**config.mk**
```make
export PLATFORM = sky130hd
export DESIGN_NAME = serial_adder
export DESIGN_NICKNAME = d
export VERILOG_FILES = /design/src/rtl/arith_pkg.sv /design/src/rtl/full_adder.sv /design/src/rtl/serial_adder.sv
export SDC_FILE = /design/constraint.sdc
export NUM_CORES = 1
export LEC_CHECK = 0
export BUFFER_PORTS_ARGS = -buffer_cell sky130_fd_sc_hd__buf_2
export CORE_MARGIN = 8
export CORE_UTILIZATION = 55
export CTS_CLUSTER_DIAMETER = 60
export DETAILED_ROUTE_END_ITERATION = 10
export PLACE_DENSITY = 0.83
export SLEW_MARGIN = 10
export SYNTH_ARGS = -nofsm -noshare
export SYNTH_HDL_FRONTEND = slang
export SYNTH_SLANG_ARGS = --single-unit
```
**constraint.sdc**
```tcl
create_clock -name clk -period 4.07 [get_ports clk]
set_clock_uncertainty 0.1 [all_clocks]
set_input_delay 0.2035 -clock clk [delete_from_list [all_inputs] [get_ports clk]]
set_output_delay 0.2035 -clock clk [all_outputs]
set_load 0.02 [all_outputs]
```
**src/rtl/arith_pkg.sv**
```systemverilog
// Shared definitions for the bit-serial arithmetic blocks: FSM encoding and
// an elaboration-time clog2 used to size bit counters.
package arith_pkg;

  localparam logic [1:0] IDLE = 2'd0;
  localparam logic [1:0] RUN  = 2'd1;
  localparam logic [1:0] DONE = 2'd2;

  typedef enum logic [1:0] {
    ST_IDLE = IDLE,
    ST_RUN  = RUN,
    ST_DONE = DONE
  } state_e;

  function automatic int clog2(input int n);
    int r;
    r = 0;
    while ((1 << r) < n) r++;
    return r;
  endfunction

endpackage

```
**src/rtl/full_adder.sv**
```systemverilog
// One-bit full adder built from two half-adder stages and an OR; the single
// arithmetic cell of the serial adder.
module full_adder (
  input  logic A,
  input  logic B,
  input  logic Cin,
  output logic Sum,
  output logic Cout
);

  logic p1, g1, g2;

  assign p1   = A ^ B;
  assign g1   = A & B;
  assign Sum  = p1 ^ Cin;
  assign g2   = p1 & Cin;
  assign Cout = g1 | g2;

endmodule

```
**src/rtl/serial_adder.sv**
```systemverilog
// Bit-serial WIDTH-bit adder: one full-adder cell processes operands LSB first,
// with a start/busy/done handshake and registered parallel result.
module serial_adder
  import arith_pkg::*;
#(
  parameter int WIDTH = 8
) (
  input  logic             clk,
  input  logic             rst,
  input  logic             start,
  input  logic [WIDTH-1:0] A,
  input  logic [WIDTH-1:0] B,
  input  logic             Cin,
  output logic             busy,
  output logic             done,
  output logic [WIDTH-1:0] Sum,
  output logic             Cout
);

  localparam int CW = clog2(WIDTH);
  localparam logic [CW-1:0] LAST = CW'(WIDTH - 1);

  state_e           state_q, state_d;
  logic [WIDTH-1:0] a_sh_q, a_sh_d;
  logic [WIDTH-1:0] b_sh_q, b_sh_d;
  logic [WIDTH-1:0] s_sh_q, s_sh_d;
  logic [WIDTH-1:0] sum_q, sum_d;
  logic             c_q, c_d;
  logic             cout_q, cout_d;
  logic [CW-1:0]    cnt_q, cnt_d;
  logic             fa_s, fa_c;

  full_adder u_fa (
    .A   (a_sh_q[0]),
    .B   (b_sh_q[0]),
    .Cin (c_q),
    .Sum (fa_s),
    .Cout(fa_c)
  );

  always_ff @(posedge clk or posedge rst) begin
    if (rst) state_q <= ST_IDLE;
    else     state_q <= state_d;
  end

  always_ff @(posedge clk or posedge rst) begin
    if (rst) begin
      a_sh_q <= '0;
      b_sh_q <= '0;
      s_sh_q <= '0;
      sum_q  <= '0;
      c_q    <= 1'b0;
      cout_q <= 1'b0;
      cnt_q  <= '0;
    end else begin
      a_sh_q <= a_sh_d;
      b_sh_q <= b_sh_d;
      s_sh_q <= s_sh_d;
      sum_q  <= sum_d;
      c_q    <= c_d;
      cout_q <= cout_d;
      cnt_q  <= cnt_d;
    end
  end

  always_comb begin
    state_d = state_q;
    a_sh_d  = a_sh_q;
    b_sh_d  = b_sh_q;
    s_sh_d  = s_sh_q;
    sum_d   = sum_q;
    c_d     = c_q;
    cout_d  = cout_q;
    cnt_d   = cnt_q;
    case (state_q)
      ST_IDLE, ST_DONE: begin
        if (start) begin
          a_sh_d  = A;
          b_sh_d  = B;
          c_d     = Cin;
          cnt_d   = '0;
          state_d = ST_RUN;
        end else begin
          state_d = ST_IDLE;
        end
      end
      ST_RUN: begin
        s_sh_d = {fa_s, s_sh_q[WIDTH-1:1]};
        a_sh_d = a_sh_q >> 1;
        b_sh_d = b_sh_q >> 1;
        c_d    = fa_c;
        cnt_d  = cnt_q + CW'(1);
        // The last bit goes straight into the result register, bypassing the shifter.
        if (cnt_q == LAST) begin
          sum_d   = {fa_s, s_sh_q[WIDTH-1:1]};
          cout_d  = fa_c;
          state_d = ST_DONE;
        end
      end
      default: state_d = ST_IDLE;
    endcase
  end

  assign busy = (state_q == ST_RUN);
  assign done = (state_q == ST_DONE);
  assign Sum  = sum_q;
  assign Cout = cout_q;

endmodule

```
After elaboration in Yosys (flattened, before gate mapping)
Cells that the tools add are included.
{"block": "word_totals", "ff_bits": 39, "in_bits": 20, "wordCells": 35, "output_inout_bits": 11}
{"block": "classes", "bitwise_logic": 5, "eq_ne": 5, "reduce_logical": 5, "n_mux": 11, "add_sub_neg": 1}
{"operator": "$pmux 8 s2", "count": 2}
{"operator": "$mux 8", "count": 2}
{"operator": "$pmux 3 s2", "count": 1}
{"operator": "$pmux 2 s2", "count": 1}
{"operator": "$reduce_and 2->1", "count": 2}
{"operator": "$add 3x1->3 const B", "count": 1}
{"operator": "$eq 3x3->1 const B", "count": 1}
{"operator": "$mux 3", "count": 1}
{"operator": "$and 1x1->1", "count": 2}
{"operator": "$eq 2x1->1 const B", "count": 1}
{"operator": "$eq 2x2->1 const B", "count": 1}
{"operator": "$logic_not 2->1", "count": 1}
{"operator": "$mux 1", "count": 2}
{"operator": "$mux 2", "count": 1}
{"operator": "$ne 2x1->1 const B", "count": 1}
{"operator": "$ne 2x2->1 const B", "count": 1}
{"operator": "$pmux 1 s2", "count": 1}
{"operator": "$reduce_bool 2->1", "count": 1}
{"operator": "$reduce_or 2->1", "count": 1}
{"operator": "$xor 1x1->1", "count": 2}
{"operator": "$or 1x1->1", "count": 1}

Logic depth before layout (Yosys ltp)
{"block": "depth", "ltp_word": 4, "mapped_depth": 6, "ltp_nobuf": 4}

By module
A second synthesis with hierarchy kept.
{"block": "hier_totals", "cells_unflattened": 146, "hier_area_um2": 1666.6}
{"module": "serial_adder", "n_inst": 1, "area_each_um2": 1646.6, "seq_area_each_um2": 950.9, "cells_per_inst": 145}
{"module": "full_adder", "n_inst": 1, "area_each_um2": 20.0, "seq_area_each_um2": 0.0, "cells_per_inst": 1}

Worst setup path after synthesis
No wires, ideal clock.
{"block": "synth_path", "path_kind": "register to register", "start": "register cnt_q[0]", "end": "register cout_q (netlist: Cout)", "synth_period_minus_slack_ns": 1.441, "path_stages_with_launch": 5, "setup_time_ns": 0.125, "path_slack_ns": 2.629, "t_arrival_ns": 1.216, "required_ns": 3.845, "path_buffers": 0, "cell_sequence": "dfrtp_1 -> ha_1 -> ha_1 -> nand2_4 -> mux2_2"}
{"block": "synth_via", "elab_chain_cells": 2}
{"element": "start: declaration", "line": "serial_adder.sv:30", "source": "logic [CW-1:0] cnt_q, cnt_d;"}
{"element": "start signal: assignment", "line": "serial_adder.sv:62", "source": "cnt_q <= cnt_d;"}
{"element": "$eq 3x3->1", "line": "serial_adder.sv:94", "source": "if (cnt_q == LAST) begin"}
{"element": "$reduce_and 2->1 (no source line)"}
{"element": "end signal: assignment", "line": "serial_adder.sv:61", "source": "cout_q <= cout_d;"}
{"element": "end: declaration", "line": "serial_adder.sv:29", "source": "logic cout_q, cout_d;"}
Every way passes these cells.
A chain may end at the register's enable or synchronous reset.

Final worst setup path
{"block": "layout_path", "start": "register state_q[1]", "end": "output port busy"}
{"block": "layout_via", "elab_chain_cells": 1}
{"element": "start: declaration", "line": "serial_adder.sv:23", "source": "state_e state_q, state_d;"}
{"element": "start signal: assignment", "line": "serial_adder.sv:43", "source": "else state_q <= state_d;"}
{"element": "$eq 2x1->1", "line": "serial_adder.sv:104", "source": "assign busy = (state_q == ST_RUN);"}
{"element": "end: declaration", "line": "serial_adder.sv:14", "source": "output logic busy,"}
Every way passes these cells.

==> flow_metrics.py <==
metrics = {
    "status": {
        "status": "finished, final reports clean",
    },
    "layout": {
        "layout_common_cells": "38 x dfrtp_1, 30 x buf_2, 21 x nand2_1, 18 x inv_1, 15 x o22ai_1",
        "antenna_cells": 0,
        "areaGrowthSynthToFinish_pct": 16.8,
        "mostFrequentLayoutCell": "dfrtp_1",
        "drive_gt1_share_pct": 34.5,
        "nets": 199,
    },
    "floorplanning": {
        "initial_core_util_pct": 58.3,
        "fp.dieH_um": 70.3,
        "fp-row-count": 19,
        "io_pins": 31,
        "dieWidth_um": 70.3,
        "die_area_um2": 4940,
        "coreArea_um2": 2780,
    },
    "critical_path": {
        "cp_max_fo": 28,
        "end_kind": "output pin",
        "startpoint_type": "flop",
        "max_stage_delay_ps": 800,
        "crit_chain": "nand2b_1, inv_2, buf_2",
        "arrival_ps": 2080,
        "ff2ff_path_depth": 4,
        "worstPathRequired_ps": 3770,
        "cp_slowest_cell": "nand2b_1",
        "path_class": "flop to output pin",
    },
    "grt": {
        "grt_usage_pct": 14.3,
        "grt-ovfl-total": 0,
        "grt_pass1_vias": 1145,
        "grt_pass1_wl_mm": 5.66,
        "grt_max_degree": 39,
        "antenna_found_initial": 0,
    },
    "timing": {
        "setup_viol": 0,
        "period_share_pct": 58.6,
        "hold_viol_final": 0,
        "worst_slew_pin_slew_ps": 1030,
        "final.min_clock_period_ps": 2390,
        "tns_ps": 0,
        "timing.fmax_ghz": 0.419,
        "slew-limit-headroom_pct": 31.3,
        "hold_slack_ps": 12.2,
        "finalMaxSlewViolations": 0,
        "rsz0062_at_grt": "false",
    },
    "cts": {
        "clockRootBuffer": "clkbuf_4",
        "clkSinkCount": 38,
        "insertion_delay_ps": 370,
        "clk_path_buf_depth": 2,
        "cts_setup_buffers": 0,
        "cts_buffers": 5,
        "clk_pin_slew_ps": 130,
        "h-tree-depth": 2,
        "cts_tree": "built",
    },
    "synth": {
        "async_flop_share_pct": 100,
        "avgSynthCellArea_um2": 11.3,
        "synth_edf_count": 0,
        "ys_warn_count": 0,
        "yosysSeqAreaShare_pct": 58.6,
        "synthCells": 143,
        "synthXorXnorAreaFrac_pct": 0,
        "muxShareOfSynthArea_pct": 6.87,
        "netlist_area_um2": 1620,
        "synthesis.nets": 166,
        "synth_compound_area_share_pct": 15.0,
        "synth_top_family_by_area": "compound AO/OA/AOI/OAI gates",
        "synth_seq_cells": 38,
        "synth_fa_ha_area_share_pct": 2.78,
        "yosys.area_share.simple_pct": 8.26,
        "synth_cell_types": 22,
        "synth_ff_type": "dfrtp_1",
    },
    "drt": {
        "drt-total-wl_mm": 3.28,
        "vias": 1141,
        "firstDrtPassIters": 4,
        "route.detailed.drc": 0,
        "postRouteAntennaNets": 0,
        "drt_iter0_markers": 65,
        "routed_via_density": 5.49,
        "wire_per_inst_um": 15.8,
    },
    "placed_design": {
        "gp_congestion": 0.727,
        "hpwlAfterDp_mm": 2.15,
        "io_buffer_count": 30,
    },
    "power_and_ir_drop": {
        "irDropWorstVdd_mv": 0.602,
        "power_mw": 1.65,
        "power_density_nw_per_um2": 873,
        "p_leak_nw": 0.989,
    },
    "hold_path": {
        "hold_class": "input port to flop",
        "min_path_cells": 3,
    },
    "run": {
        "drv_cap": 0,
    },
}
per-layer routing:
layer | vias to the layer above | track usage (%) | routed length (um)
met5 | - | 0 | 0
met4 | 0 | 6.70 | 65
met3 | 6 | 5.51 | 197
met2 | 27 | 22.8 | 1710
met1 | 566 | 16.5 | 1310
li1 | 542 | - | -
worst max-delay path: cells and delay by family, from the launching register on:
kind,cells,cell delay (ps)
and+or+nand+nor,1,800
buffers and inverters,2,530
DFF,1,380
synthesized netlist by cell type, types with 3 or more instances:
cell type  number  share of area, %
dfrtp_1        38                59
nand2_1        21               4.9
inv_1          18               4.2
o22ai_1        15               5.8
a21oi_2        10               5.4
mux2_2          9               6.3
a21oi_1         5               1.5
o21ai_0         4               1.2
buf_2           3              0.93
nand3_1         3              0.93
cell families after synthesis:
group	after synthesis
AO/OA/AOI/OAI	36
adder cells (fa/ha/maj)	3
buffers and inverters	27
flip-flops	38
multiplexers	10
AND/OR/NAND/NOR	29
worst paths after layout:
| check | start | endpoint | slack [ps] |
|---|---|---|---|
| min reg2reg | s_sh_q[1] | s_sh_q[1] | 400 |
| max in group asynchronous | rst | b_sh_q[2] | 3170 |
| max reg2reg | state_q[1] | Sum[6] | 1790 |
| min | B[6] | b_sh_q[6] | 10 |
| min in group asynchronous | rst | s_sh_q[7] | 360 |
| max | state_q[1] | busy | 1680 |
through the flow:
step / setup WS (ps) / util, % / instances / area [um^2]
floorplan: 2630 / - / 143 / 1620
global placement: 1950 / 63.0 / 197 / 1750
detailed placement: 1840 / 63.0 / 197 / 1750
CTS: 1680 / 68.1 / 208 / 1890
global route: 1450 / 68.1 / 208 / 1890
finish: 1680 / 68.1 / 208 / 1890
cell type report:
type | count | area, um^2
multi-input combinational | 78 | 534
timing repair buffer | 34 | 188
clock inverter | 2 | 60.1
clock buffer | 6 | 51.3
tap | 31 | 38.8
inverter | 19 | 71.3
sequential | 38 | 951
fill | 221 | 887
power breakdown:
group          leakage (nW)  switching, mW  internal (mW)
clock                0.0585          0.131          0.208
combinational         0.465          0.389          0.262
sequential            0.466          0.108          0.557
registers in the layout (all words and copies together), names as in the netlist:
signal	flops
Sum	8
a_sh_q	8
b_sh_q	8
s_sh_q	7
cnt_q	3
state_q	2
Cout	1
c_q	1
repair_timing:
item,in CTS,in global routing
hold endpoints to repair,40,0
gates resized for setup,0,0
hold buffers,3,0
(Power assumes the default switching activity.)
